===== src/rtl/ysyx_22040931_ifu_pkg.sv =====
// Shared types and constants for the ysyx_22040931 instruction fetch unit.
package ysyx_22040931_ifu_pkg;

  typedef enum logic [2:0] {
    StIdle,
    StReq,
    StWait,
    StHold,
    StDrop
  } ifu_state_e;

  localparam logic [31:0] IfuNop     = 32'h0000_0013;
  localparam logic [63:0] IfuResetPc = 64'h8000_0000;
  localparam int unsigned OpcodeMsb  = 6;
  localparam int unsigned OpcodeLsb  = 0;

  function automatic logic is_misaligned(input logic [1:0] pc_lsb);
    return pc_lsb != 2'b00;
  endfunction

endpackage


===== src/rtl/ysyx_22040931_ifu_pc.sv =====
// Fetch PC register with its next-pc mux (reset / redirect / sequential / hold).
module ysyx_22040931_ifu_pc
  import ysyx_22040931_ifu_pkg::*;
#(
  parameter int unsigned     XLEN     = 64,
  parameter logic [XLEN-1:0] RESET_PC = XLEN'(IfuResetPc)
) (
  input  logic            clk,
  input  logic            rst,
  input  logic            redirect,
  input  logic [XLEN-1:0] redirect_pc,
  input  logic            advance,
  output logic [XLEN-1:0] pc,
  output logic            next_misaligned
);

  logic [XLEN-1:0] pc_d, pc_q;

  always_comb begin
    pc_d = pc_q;
    if (redirect) begin
      pc_d = redirect_pc;
    end else if (advance) begin
      pc_d = pc_q + XLEN'(4);
    end
  end

  always_ff @(posedge clk) begin
    if (rst) begin
      pc_q <= RESET_PC;
    end else begin
      pc_q <= pc_d;
    end
  end

  assign pc              = pc_q;
  assign next_misaligned = is_misaligned(pc_d[1:0]);

endmodule


===== src/rtl/ysyx_22040931_ifu.sv =====
// Instruction fetch unit: one outstanding imem request, valid/ready hand-off to decode.
// Optional performance counters are enabled with YSYX_22040931_IFU_PERF_EN.
module ysyx_22040931_ifu
  import ysyx_22040931_ifu_pkg::*;
#(
  parameter int unsigned     XLEN     = 64,
  parameter int unsigned     INST_W   = 32,
  parameter logic [XLEN-1:0] RESET_PC = XLEN'(IfuResetPc)
) (
  input  logic              clk,
  input  logic              rst,
  output logic              imem_req_valid,
  input  logic              imem_req_ready,
  output logic [XLEN-1:0]   imem_req_addr,
  input  logic              imem_resp_valid,
  input  logic [INST_W-1:0] imem_resp_data,
  input  logic              imem_resp_err,
  input  logic              redirect_valid,
  input  logic [XLEN-1:0]   redirect_pc,
  output logic              id_valid,
  input  logic              id_ready,
  output logic [XLEN-1:0]   id_pc,
  output logic [INST_W-1:0] id_inst,
  output logic [6:0]        id_opcode,
  output logic              id_fault
`ifdef YSYX_22040931_IFU_PERF_EN
  ,
  output logic [63:0]       perf_fetch_cnt,
  output logic [63:0]       perf_stall_cnt
`endif
);

  ifu_state_e        state_q, state_d;
  logic              req_valid_q, id_valid_q, id_fault_q;
  logic [XLEN-1:0]   id_pc_q;
  logic [INST_W-1:0] id_inst_q;
  logic [XLEN-1:0]   pc;
  logic              pc_next_misaligned, pc_misaligned;
  logic              redir, req_fire, advance;

  // Redirects are meaningless before the first fetch has been set up.
  assign redir         = redirect_valid && (state_q != StIdle);
  assign req_fire      = req_valid_q && imem_req_ready;
  assign pc_misaligned = is_misaligned(pc[1:0]);
  assign advance       = (state_q == StHold) && id_ready && !redir;

  ysyx_22040931_ifu_pc #(
    .XLEN     (XLEN),
    .RESET_PC (RESET_PC)
  ) u_pc (
    .clk             (clk),
    .rst             (rst),
    .redirect        (redir),
    .redirect_pc     (redirect_pc),
    .advance         (advance),
    .pc              (pc),
    .next_misaligned (pc_next_misaligned)
  );

  always_comb begin
    state_d = state_q;
    unique case (state_q)
      StIdle: state_d = StReq;
      StReq: begin
        if (redir) begin
          state_d = req_fire ? StDrop : StReq;
        end else if (pc_misaligned) begin
          state_d = StHold;
        end else if (req_fire) begin
          state_d = StWait;
        end
      end
      StWait: begin
        if (redir) begin
          state_d = imem_resp_valid ? StReq : StDrop;
        end else if (imem_resp_valid) begin
          state_d = StHold;
        end
      end
      StHold: begin
        if (redir || id_ready) begin
          state_d = StReq;
        end
      end
      // A redirect here keeps draining; only the stale response releases DROP.
      StDrop: begin
        if (imem_resp_valid) begin
          state_d = StReq;
        end
      end
      default: state_d = StIdle;
    endcase
  end

  always_ff @(posedge clk) begin
    if (rst) begin
      state_q     <= StIdle;
      req_valid_q <= 1'b0;
      id_valid_q  <= 1'b0;
      id_fault_q  <= 1'b0;
      id_pc_q     <= RESET_PC;
      id_inst_q   <= INST_W'(IfuNop);
    end else begin
      state_q     <= state_d;
      // The request is pre-decided from the pc that REQ will hold next cycle.
      req_valid_q <= (state_d == StReq) && !pc_next_misaligned;
      id_valid_q  <= (state_d == StHold);
      if ((state_q == StWait) && !redir && imem_resp_valid) begin
        id_pc_q    <= pc;
        id_inst_q  <= imem_resp_err ? INST_W'(IfuNop) : imem_resp_data;
        id_fault_q <= imem_resp_err;
      end else if ((state_q == StReq) && !redir && pc_misaligned) begin
        id_pc_q    <= pc;
        id_inst_q  <= INST_W'(IfuNop);
        id_fault_q <= 1'b1;
      end
    end
  end

  assign imem_req_valid = req_valid_q;
  assign imem_req_addr  = pc;
  assign id_valid       = id_valid_q;
  assign id_pc          = id_pc_q;
  assign id_inst        = id_inst_q;
  assign id_opcode      = id_inst_q[OpcodeMsb:OpcodeLsb];
  assign id_fault       = id_fault_q;

`ifdef YSYX_22040931_IFU_PERF_EN
  always_ff @(posedge clk) begin
    if (rst) begin
      perf_fetch_cnt <= '0;
      perf_stall_cnt <= '0;
    end else begin
      if (id_valid_q && id_ready) begin
        perf_fetch_cnt <= perf_fetch_cnt + 64'd1;
      end
      if (((state_q == StReq) && !imem_req_ready) || (state_q == StWait)) begin
        perf_stall_cnt <= perf_stall_cnt + 64'd1;
      end
    end
  end
`endif

endmodule

===== config.mk =====
export PLATFORM = sky130hd
export DESIGN_NAME = ysyx_22040931_ifu
export DESIGN_NICKNAME = d
export VERILOG_FILES = /design/src/rtl/ysyx_22040931_ifu_pkg.sv /design/src/rtl/ysyx_22040931_ifu_pc.sv /design/src/rtl/ysyx_22040931_ifu.sv
export SDC_FILE = /design/constraint.sdc
export NUM_CORES = 1
export LEC_CHECK = 0
export CORE_MARGIN = 4
export CORE_UTILIZATION = 49
export DETAILED_ROUTE_END_ITERATION = 16
export PLACE_DENSITY = 0.93
export SYNTH_ARGS = -nofsm -noshare
export SYNTH_HDL_FRONTEND = slang
export SYNTH_SLANG_ARGS = --single-unit
export TNS_END_PERCENT = 50

===== constraint.sdc =====
create_clock -name clk -period 5.52 [get_ports clk]
set_input_delay 1.104 -clock clk [delete_from_list [all_inputs] [get_ports clk]]
set_output_delay 1.104 -clock clk [all_outputs]
set_load 0.01 [all_outputs]

-- Word level (Yosys, flattened, before mapping)
Cells that the tools add are included.
- mux-type cells: 19
- add/sub/neg operators: 1
- eq/ne operators: 6
- reduce and logical (&&, ||, !) cells: 18
- operators by type and width (cell ; count):
    $mux 64 ; 4
    $mux 32 ; 3
    $add 64x3->64 const B ; 1
    $mux 3 ; 9
    $pmux 3 s5 ; 1
    $eq 3x2->1 const B ; 3
    $logic_and 1x1->1 ; 9
    $reduce_bool 2->1 ; 4
    $eq 3x1->1 const B ; 2
    $eq 3x3->1 const B ; 1
    $logic_not 3->1 ; 1
    $reduce_bool 3->1 ; 1
    $logic_not 1->1 ; 2
    $mux 1 ; 2
    $logic_or 1x1->1 ; 1
- register bits after elaboration: 166
- bits of input ports: 103
- output and inout port bits: 170
- word-level logic and storage cells: 52

-- Depth between registers and ports, before layout
Gate-level depths: netlist (run 1).
- depth in word-level cells: 9
- gate-level depth with buffers: 9
- mapped depth without buffers: 6

-- By module
A second synthesis (run 1) with hierarchy kept.
- cells, all modules: 980
- area total of the unflattened synthesis: 7896.3 µm²
- by module, submodules not included (module ; instances ; area an instance (µm²) ; cells each ; seq. area each (µm²)):
    ysyx_22040931_ifu ; 1 ; 4008.8 ; 484 ; 2042.0
    ysyx_22040931_ifu_pc ; 1 ; 3887.5 ; 496 ; 1281.2

-- Least setup slack after synthesis (run 1)
Ideal clock, no wire load.
- kind: input to register
- from: input port redirect_valid
- to: register u_pc.pc_q[32] (netlist: u_pc.pc[32])
- setup time: 0.074 ns
- path buffers: 2
- data arrival time: 2.668 ns
- data required time: 5.446 ns
- stages on the path: 7
- setup slack: 2.778 ns
- path through: clkbuf_1 -> nor4bb_1 -> and2_1 -> buf_2 -> nand4_1 -> or3b_2 -> a31oi_1
- cells in the longest elaborated chain, start to end: 4
- elaborated cells on any way between the ends: 5
- classes of those cells: mux (1); reduce/logical (4)
- ends and longest elaborated chain (element ; line ; RTL):
    from (decl) ; ysyx_22040931_ifu.sv:18 ; input logic redirect_valid,
    $logic_and 1x1->1 (*) ; ysyx_22040931_ifu.sv:42 ; assign redir = redirect_valid && (state_q != StIdle);
    $logic_not 1->1 ; ysyx_22040931_ifu.sv:45 ; assign advance = (state_q == StHold) && id_ready && !redir;
    $logic_and 1x1->1 ; ysyx_22040931_ifu.sv:45 ;
    $reduce_bool 2->1 (no source line) ; n/a ;
    to (signal assigned) ; ysyx_22040931_ifu_pc.sv:32 ; pc_q <= pc_d;
    to (decl) ; ysyx_22040931_ifu_pc.sv:17 ; logic [XLEN-1:0] pc_d, pc_q;
Mark *: on every way between the ends. The rest lies on a longest branch, timed or not.
A chain may end at the register's enable or synchronous reset.

-- Worst setup path in the final report (run 1)
- from: input port redirect_valid
- to: register u_pc.pc_q[59] (netlist: u_pc.pc[59])
The elaborated chain is that of the path after synthesis.

==> qor.yml, run 1 <==
run_status:
  outcome: "complete, no violations"
logic_synthesis:
  synth_mux_area_frac: 0
  ys_warn_count: 0
  syn_area_mm2: 0.007710
  synthXorXnorAreaFrac: 0.007952
  ys.flop_type: "dfxtp_1"
  synth_fa_ha_area_frac: 0.001623
  synth-simple-area-share: 0.3074
  synthCells: 994
  synth_edf_count: 0
  synth-seq-cells: 166
  yosysSeqAreaShare: 0.4310
  avgSynthCellArea_um2: 7.756
  synth_cell_types: 58
  synth_compound_area_frac: 0.2032
  synth_fp_nets: 1098
  synth_top_family_by_area: "simple AND/OR/NAND/NOR gates"
  ys_async_sr_fraction: 0
clocking:
  h-tree-depth: 4
  root_buffer: "clkbuf_16"
  ctsHoldBuffers: 0
  cts_tree: "done"
  clock_latency_ps: 430
  post_cts_resized: 0
  cts_sinks: 166
  postCtsSetupBuffers: 0
  cts_buffers: 17
  clk_pin_slew_worst_paths_ps: 60
  clk_path_buf_depth: 2
cells_and_area:
  fillCellCount: 1177
  layout.nets: 1314
  diodes: 0
  area_growth_pct: 43.54
  multiInputGateArea_mm2: 0.004040
  drive_gt1_frac: 0.04746
  ff_latch_area_mm2: 0.003323
critical_path:
  setup.worst_path.end_class: "register"
  path_buf_inv: 1
  worstPathMaxFanout: 12
  reg2reg_from: "u_pc.pc[6]"
  rrSetupSlack_ps: 2560
  startpoint: "redirect_valid"
  critical-path-top-delay-family: "simple AND/OR/NAND/NOR gates"
  max_stage_delay_ps: 620
  path_class: "in2reg"
  crit_arrival_ps: 3850
  crit_chain: "clkdlybuf4s50_1 > nor4bb_1 > and2_1 > nand2_1 > or4_1 > a31oi_1"
  crit_required_ps: 5870
  slowest_stage: "clkdlybuf4s50_1"
  start_kind: "input port"
global_routing:
  use_met1: 0.3865
  track_usage: 0.3145
  busiest_layer: "met2"
  grt_overflow: 0
  grt_max_degree: 94
  use_met2: 0.5099
  grt_antenna_before_repair: 0
  grt_util_met3: 0.09819
  grt_pass1_vias: 8544
  grt_pass1_wl_um: 45330
floorplan:
  num_rows: 45
  die-width_um: 133.4
  io_pins: 273
  start_util: 0.5034
  die_h_um: 133.4
  core_mm2: 0.01531
  fp.dieArea_mm2: 0.01780
drt:
  viasPerCell: 6.205
  wl_per_cell_um: 20.13
  wl_um: 28850
  first_pass_iters: 8
  ant_nets: 0
  drtIter0Drc: 1029
  drc: 0
  vias: 8892
sta:
  fin_tns_setup_ps: 0
  hold_viol: 0
  max_slew.worst_pin.slew_ps: 982.6
  post-route-period-util: 0.6337
  rsz0062_at_grt: "no"
  setup_slack_ps: 2022
  min_period_ps: 3498
  setup_violations: 0
  clock_skew_ps: 9.520
  relSlewSlack: 0.3449
  max_freq_ghz: 0.2859
  slew_violations: 0
placement:
  dpl_worst_slack_ps: 1689
  place.gp.congestion: 0.9623
  port_buffers: 272
  dp_hpwl_um: 20590
power:
  total_power_mw: 3.014
  p_clk_frac: 0.425
  intPower_mw: 2.246
  seqPwrFrac: 0.449
  leakagePower_nw: 3.462
  ir_worst_vdd_mv: 0.2229
  switching_share: 0.2549
  combPwrFrac: 0.126
  powerDensity_mw_per_mm2: 272.3
  netSwitchingPower_uw: 768.1
hold_path:
  min_path_type: "reg2reg"
  hold_start: "id_pc[40]"
flow_run:
  cap_violations: 0
area by class of cell:
class,instances,share of cell area
multi-input cells,738,0.3651
flip-flops and latches,166,0.3003
repair buffers,278,0.2499
clock buffers,21,0.04251
well taps,211,0.02386
clock inverters,10,0.01538
inverters,9,0.003053
worst reg2reg max path, cell delays in order, from the launching register on:
cell and delay (ps):
dfxtp_1 470, nand4_1 550, nor4_1 920, nand4_2 250
or4_1 540, a31oi_1 160
worst paths after layout:
path	to	cells after the start
worst max register to register	u_pc.pc[50]	5
worst min register to register	id_pc[40]	2
worst max-delay path	u_pc.pc[59]	6
worst min-delay path	id_pc[40]	2
cell usage in the layout (no fill, tap or decap), types with 7 or more instances in the layout:
cell type        synthesis  final
and3_1                  10     10
or3_1                   27     27
buf_4                    7      7
nor4_1                  18     17
inv_1                    9      9
nor2_1                  66     66
nor3_1                  17     17
nand4_1                 35     35
nand2_1                215    214
clkbuf_16                0     17
or4_1                   15     15
a211oi_1                 7      7
clkdlybuf4s50_1          0    271
a21oi_1                 84     84
dfxtp_1                166    166
o211ai_1                32     32
a31oi_1                 43     43
nand3_1                 44     44
o21ai_0                  9      9
a22oi_1                 42     42
Yosys cell counts, types with 3 or more instances:
| cell type | instances | share of area |
|---|---|---|
| nand2_1 | 215 | 0.10 |
| dfxtp_1 | 166 | 0.43 |
| o211ai_1 | 32 | 0.031 |
| o21ai_0 | 9 | 0.0058 |
| nor3_1 | 17 | 0.011 |
| and3_1 | 10 | 0.0081 |
| clkbuf_1 | 59 | 0.029 |
| xor2_1 | 4 | 0.0045 |
| clkbuf_2 | 4 | 0.0026 |
| nand4b_1 | 4 | 0.0045 |
| a21oi_1 | 84 | 0.055 |
| a211oi_1 | 7 | 0.0068 |
| nand4_1 | 35 | 0.028 |
| buf_1 | 5 | 0.0024 |
| o22ai_1 | 4 | 0.0032 |
| a22oi_1 | 42 | 0.041 |
| a31oi_1 | 43 | 0.035 |
| or2_2 | 6 | 0.0049 |
| xnor2_1 | 3 | 0.0034 |
| and2_1 | 7 | 0.0057 |
| nand3_1 | 44 | 0.029 |
| inv_1 | 9 | 0.0044 |
| nand3b_1 | 3 | 0.0029 |
| nand4_2 | 3 | 0.0049 |
| nor2_1 | 66 | 0.032 |
| o311ai_0 | 3 | 0.0034 |
| nor4_1 | 18 | 0.015 |
| o31ai_1 | 4 | 0.0039 |
| or3_1 | 27 | 0.022 |
| or4_1 | 15 | 0.015 |
| buf_4 | 7 | 0.0068 |
| nand2b_1 | 3 | 0.0024 |
| buf_2 | 6 | 0.0039 |
sequential cells by signal, indices dropped and copies added (netlist names):
signal,count
id_inst,32
u_pc.pc,64
id_fault,1
state_q,3
id_pc,64
id_valid,1
imem_req_valid,1
metrics by stage:
stage	instances	util	instance area [µm²]	hold WS, ps
CTS	1433	0.7226	11070	455.3
detailed placement	1402	0.6808	10430	447.0
floorplan	994	-	7710	480.5
finish	1433	0.7226	11070	454.3
global route	1433	0.7226	11070	470.7
global placement	1402	0.6808	10430	440.5
cell families after synthesis:
group                    after synthesis
AND/OR/NAND/NOR                      486
AO/OA/AOI/OAI                        244
buffers and inverters                 90
adder cells (fa/ha/maj)                1
XOR/XNOR                               7
flip-flops                           166
metal layers:
| metal | share of wire | vias to the layer above | wire (µm) |
|---|---|---|---|
| met3 | 0.11 | 82 | 3309 |
| met1 | 0.38 | 4191 | 10910 |
| li1 | - | 4056 | - |
| met5 | 0 | - | 0 |
| met2 | 0.47 | 563 | 13550 |
| met4 | 0.037 | 0 | 1078 |
power by group through the flow:
stage	combinational [mW]	clock [mW]	sequential, mW
after floorplan	0.158	0	1.35
after global placement	0.368	0	1.37
after detailed placement	0.376	0	1.37
after CTS	0.379	1.29	1.35
after global routing	0.406	1.34	1.36
final	0.380	1.28	1.35
(Power assumes the default switching activity.)
==> inputs of run 2 (changes only) <==
--- a/config.mk
+++ b/config.mk
@@ -6,9 +6,9 @@
 export NUM_CORES = 1
 export LEC_CHECK = 0
 export CORE_MARGIN = 4
-export CORE_UTILIZATION = 49
+export CORE_UTILIZATION = 45
 export DETAILED_ROUTE_END_ITERATION = 16
-export PLACE_DENSITY = 0.93
+export PLACE_DENSITY = 0.87
 export SYNTH_ARGS = -nofsm -noshare
 export SYNTH_HDL_FRONTEND = slang
 export SYNTH_SLANG_ARGS = --single-unit
==> constraint.sdc (replaced) <==
create_clock -name clk -period 3.6 [get_ports clk]
set_input_delay 0.72 -clock clk [delete_from_list [all_inputs] [get_ports clk]]
set_output_delay 0.72 -clock clk [all_outputs]
set_load 0.01 [all_outputs]
==> qor.yml, run 2 (synthesis gave the netlist of run 1 again) <==
critical_path:
  start_kind: "input port"
  rrSetupSlack_ps: 950  # -1610 ps
  reg2reg_from: "u_pc.pc[16]"
  path_class: "in2reg"
  critical-path-top-delay-family: "simple AND/OR/NAND/NOR gates"
  crit_chain: "clkdlybuf4s50_1 > nor4bb_1 > and2_1 > nand2_1 > or4_1 > a31oi_1"
  reg2reg_depth: 5  # unchanged
  slowest_stage: "or4_1"
  path_buf_inv: 1  # unchanged
  cp_num_cells: 6  # unchanged
  crit_arrival_ps: 3100  # -750 ps
  setup.worst_path.end_class: "register"
  crit_required_ps: 3950  # -1920 ps
  max_stage_delay_ps: 640  # +20 ps
  worstPathMaxFanout: 12  # unchanged
  regToRegEndpoint: "u_pc.pc[63]"
drt:
  wl_um: 29660  # +2.8%
  met2_length_um: 13850  # +2.2%
  ant_nets: 0  # unchanged
  dr.max_layer_used: "met4"
  viasPerCell: 6.068  # -2.2%
  vias: 8865  # -0.30%
  wl_per_cell_um: 20.30  # +0.83%
  first_pass_iters: 6  # -2
  drt-met1-wl_um: 11600  # +6.3%
  drtIter0Drc: 956  # -7.1%
  wl_met3_um: 3392  # +2.5%
  drc: 0  # unchanged
clocking:
  postCtsSetupBuffers: 0  # unchanged
  clk_pin_slew_worst_paths_ps: 60  # about the same
  h-tree-depth: 4  # unchanged
  ctsHoldBuffers: 0  # unchanged
  cts_sinks: 166  # unchanged
  root_buffer: "clkbuf_16"
  clock_latency_ps: 430  # about the same
  cts_buffers: 17  # unchanged
  clk_path_buf_depth: 2  # unchanged
  post_cts_resized: 0  # unchanged
  cts_tree: "done"
placement:
  port_buffers: 272  # unchanged
  dp_hpwl_um: 21340  # +3.6%
  place.gp.congestion: 0.9509  # -1.2%
  dpl_worst_slack_ps: 533.9  # -1156 ps
power:
  leakagePower_nw: 3.547  # +2.5%
  combPwrFrac: 0.133  # +0.007
  total_power_mw: 4.565  # +51%
  ir_worst_vdd_mv: 0.3226  # +45%
  p_clk_frac: 0.414  # -0.011
  switching_share: 0.2654  # +0.01055
  intPower_mw: 3.353  # +49%
  seqPwrFrac: 0.453  # +0.004
  powerDensity_mw_per_mm2: 407.2  # +50%
  netSwitchingPower_mw: 1.212  # +58%
sta:
  clock_skew_ps: 10.19  # +0.6652 ps
  hold_viol: 0  # unchanged
  post-route-period-util: 0.7634
  fin_tns_setup_ps: 0  # unchanged
  max_slew.worst_pin.slew_ps: 1192  # +209.0 ps
  relSlewSlack: 0.2056  # -0.1394
  max_freq_ghz: 0.3639
  slew_violations: 0  # unchanged
  setup_violations: 0  # unchanged
  setup_slack_ps: 851.9  # -1170 ps
  min_period_ps: 2748
  rsz0062_at_grt: "no"
floorplan:
  start_util: 0.4616  # -0.04179
  die_h_um: 138.9  # +4.1%
  num_rows: 47  # +4.4%
  die-width_um: 138.9  # +4.1%
  io_pins: 273  # unchanged
  fp.dieArea_mm2: 0.01929  # +8.4%
  core_mm2: 0.01670  # +9.1%
cells_and_area:
  final_common_cell: "clkdlybuf4s50_1"
  final_cell_mix: "271 x clkdlybuf4s50_1, 214 x nand2_1, 166 x dfxtp_1"
  layout.nets: 1332  # +1.4%
  diodes: 0  # unchanged
  drive_gt1_frac: 0.06285  # +0.01539
  area_growth_pct: 45.41
global_routing:
  grt_antenna_before_repair: 0  # unchanged
  grt_pass1_vias: 8509  # -0.41%
  grt_max_degree: 69  # -27%
  grt_pass1_wl_um: 46840  # +3.3%
  grt_overflow: 0  # unchanged
  track_usage: 0.2982  # -0.01631
run_status:
  outcome: "complete, no violations"
flow_run:
  cap_violations: 0  # unchanged
hold_path:
  hold_path_depth: 2  # unchanged
  hold_start: "id_pc[59]"
  min_path_type: "reg2reg"
  worstHoldEndpoint: "id_pc[59]"
run 2: stage by stage:
| stage | hold WS [ps] | std cells | instance area (µm²) | utilization |
|---|---|---|---|---|
| after global placement | 440.7 | 1429 | 10600 | 0.6346 |
| after CTS | 454.7 | 1461 | 11210 | 0.6713 |
| after global routing | 474.5 | 1461 | 11210 | 0.6713 |
| after detailed placement | 445.7 | 1429 | 10600 | 0.6346 |
| after floorplan | 480.5 | 994 | 7710 | - |
| final | 454.7 | 1461 | 11210 | 0.6713 |
run 2: worst min-delay path: stages (launching register included):
cell     delay, ps
dfxtp_1        300
nand2_1         50
a21oi_1         50
run 2: worst max path at each step:
stage	endpoint	from
2_1_floorplan	u_pc.pc[32]	redirect_valid
3_3_place_gp	u_pc.pc[59]	id_ready
3_5_place_dp	u_pc.pc[59]	id_ready
4_1_cts	u_pc.pc[59]	id_ready
5_1_grt	u_pc.pc[63]	u_pc.pc[16]
6_report	u_pc.pc[59]	id_ready
run 2: area by class of cell:
cell class	count	area (µm²)
Inverter	9	33.78
Fill cell	1407	5490
Multi-Input combinational cell	738	4040
Clock buffer	22	494.2
Timing Repair Buffer	296	2925
Sequential cell	166	3323
Clock inverter	10	118.9
Tap cell	220	275.3
run 2: layer usage:
metal / vias to the layer above / track usage
met4: 0 / 0.1071
met1: 4172 / 0.3758
met2: 543 / 0.4794
met5: - / 0
met3: 60 / 0.09828
li1: 4090 / -
run 2: power groups by stage:
stage / Sequential [mW] / Combinational, mW / Clock, mW
floorplan: 2.08 / 0.242 / 0
global placement: 2.10 / 0.591 / 0
detailed placement: 2.10 / 0.601 / 0
CTS: 2.06 / 0.604 / 1.89
global route: 2.08 / 0.650 / 1.99
finish: 2.07 / 0.607 / 1.89
==> inputs of run 3 (changes only) <==
--- a/config.mk
+++ b/config.mk
@@ -6,9 +6,9 @@
 export NUM_CORES = 1
 export LEC_CHECK = 0
 export CORE_MARGIN = 4
-export CORE_UTILIZATION = 45
+export CORE_UTILIZATION = 41
 export DETAILED_ROUTE_END_ITERATION = 16
-export PLACE_DENSITY = 0.87
+export PLACE_DENSITY = 0.84
 export SYNTH_ARGS = -nofsm -noshare
 export SYNTH_HDL_FRONTEND = slang
 export SYNTH_SLANG_ARGS = --single-unit
==> constraint.sdc (replaced) <==
create_clock -name clk -period 2.4 [get_ports clk]
set_input_delay 0.48 -clock clk [delete_from_list [all_inputs] [get_ports clk]]
set_output_delay 0.48 -clock clk [all_outputs]
set_load 0.01 [all_outputs]
==> qor.yml, run 3 (synthesis gave the netlist of run 1 again) <==
clocking:
  clock_latency_ps: 430  # about the same
  post_cts_resized: 0  # unchanged
  cts_buffers: 17  # unchanged
  h-tree-depth: 4  # unchanged
  clk_pin_slew_worst_paths_ps: 70  # about the same
  cts_tree: "done"
  root_buffer: "clkbuf_16"
  clk_path_buf_depth: 2  # unchanged
  postCtsSetupBuffers: 0  # unchanged
  ctsHoldBuffers: 0  # unchanged
  cts_sinks: 166  # unchanged
drt:
  wl_per_cell_um: 19.33  # -4.8%
  viasPerCell: 5.807  # -4.3%
  drtIter0Drc: 730  # -24%
  wl_um: 30010  # +1.2%
  drc: 0  # unchanged
  first_pass_iters: 5  # -1
  vias: 9019  # +1.7%
  ant_nets: 0  # unchanged
critical_path:
  worstPathMaxFanout: 8  # -4
  reg2reg_from: "u_pc.pc[11]"
  crit_arrival_ps: 2650  # -450 ps
  crit_required_ps: 2760  # -1190 ps
  path_class: "reg2reg"
  cp-endpoint: "u_pc.pc[52]"
  rrSetupSlack_ps: 110  # -840 ps
  regToRegEndpoint: "u_pc.pc[52]"
  startpoint: "u_pc.pc[11]"
  reg2reg_depth: 5  # unchanged
  setup.worst_path.end_class: "register"
  start_kind: "register"
floorplan:
  io_pins: 273  # unchanged
  fp.dieArea_mm2: 0.02106  # +9.2%
  die-width_um: 145.1  # +4.5%
  start_util: 0.4234  # -0.03822
  core_mm2: 0.01821  # +9.0%
  num_rows: 49  # +4.3%
  die_h_um: 145.1  # +4.5%
sta:
  slew_violations: 0  # unchanged
  setup_slack_ps: 112.8  # -739.1 ps
  rsz0062_at_grt: "no"
  max_freq_ghz: 0.4372
  setup_violations: 0  # unchanged
  clock_skew_ps: 6.318  # -3.868 ps
  max_slew.worst_pin.slew_ps: 609.1  # -582.6 ps
  hold_viol: 0  # unchanged
  min_period_ps: 2287
  post-route-period-util: 0.9530
  fin_tns_setup_ps: 0  # unchanged
  holdWs_ps: 453.3  # -1.406 ps
  relSlewSlack: 0.5939  # +0.3884
cells_and_area:
  final_cell_mix: "271 x clkdlybuf4s50_1, 214 x nand2_1, 166 x dfxtp_1"
  stdcell_area_mm2: 0.01190  # +6.2%
  drive_gt1_frac: 0.1202  # +0.05733
  final_util: 0.6536  # -0.01765
  layout.nets: 1414  # +6.2%
  area_growth_pct: 54.37
  final_common_cell: "clkdlybuf4s50_1"
placement:
  dp_hpwl_um: 22170  # +3.9%
  port_buffers: 272  # unchanged
  post_dp_cell_area_mm2: 0.01127  # +6.4%
  dpl_worst_slack_ps: -283.5  # -817.4 ps
  place.gp.congestion: 0.9455  # -0.57%
global_routing:
  track_usage: 0.2725  # -0.02569
  grt_overflow: 0  # unchanged
  grt_pass1_vias: 8797  # +3.4%
  grt_max_degree: 94  # +36%
  grt_pass1_wl_um: 46940  # +0.20%
  grt_antenna_before_repair: 2  # +2
flow_run:
  cap_violations: 0  # unchanged
run_status:
  outcome: "complete, no violations"
hold_path:
  min_path_type: "reg2reg"
power:
  ir_worst_vdd_mv: 0.4969  # +54%
  leakagePower_nw: 3.981  # +12%
  powerDensity_mw_per_mm2: 590.5  # +45%
run 3: cell count changes in the layout (fill, tap and decap cells not counted), moves of 2 or more:
cell / previous run / this run
buf_12: 2 / 6
buf_4: 23 / 101
clkbuf_1: 0 / 2
clkbuf_8: 5 / 3
run 3: per-layer routing:
| metal | routed length (µm) | track usage | vias up |
|---|---|---|---|
| met2 | 14210 | 0.4512 | 402 |
| met4 | 879 | 0.1026 | 2 |
| met3 | 2723 | 0.08762 | 63 |
| met1 | 12190 | 0.3326 | 4301 |
| li1 | - | - | 4251 |
| met5 | 12 | 0 | - |
run 3: area by class of cell:
| cell class | instances | area [µm²] |
|---|---|---|
| fillers | 1551 | 6307 |
| multi-input cells | 738 | 4046 |
| repair buffers | 378 | 3591 |
| flip-flops and latches | 166 | 3323 |
| clock buffers | 22 | 474.2 |
| well taps | 229 | 286.5 |
| clock inverters | 10 | 143.9 |
| inverters | 9 | 33.78 |
| diodes | 1 | 2.502 |
run 3: report_power, final:
| part | switching (mW) | total (mW) | leakage, nW | internal (mW) |
|---|---|---|---|---|
| sequential | 0.139 | 3.01 | 1.35 | 2.87 |
| combinational | 0.532 | 1.11 | 2.34 | 0.580 |
| clock | 1.18 | 2.91 | 0.293 | 1.73 |
run 3: worst min-delay path by stage:
| stage | from | to | slack (ps) | cells after the start |
|---|---|---|---|---|
| 6_report | id_pc[44] | id_pc[44] | 450 | 2 |
| 4_1_cts | id_pc[54] | id_pc[54] | 450 | 2 |
| 2_1_floorplan | id_pc[0] | id_pc[0] | 480 | 2 |
| 3_3_place_gp | id_pc[56] | id_pc[56] | 440 | 2 |
| 5_1_grt | id_pc[14] | id_pc[14] | 470 | 2 |
| 3_5_place_dp | id_pc[54] | id_pc[54] | 450 | 2 |
run 3: through the flow:
stage / power [mW] / instances
after global placement: 4.154 / 1520
after floorplan: 3.475 / 994
after global routing: 7.243 / 1553
after CTS: 7.037 / 1552
final: 7.028 / 1553
after detailed placement: 4.164 / 1520
run 3: worst max-delay path, stage by stage (launching register included):
cell and delay [ps]:
dfxtp_1 470, nand3_1 290, nor4_1 450, nand4_1 360, or4_1 480, a31oi_1 160
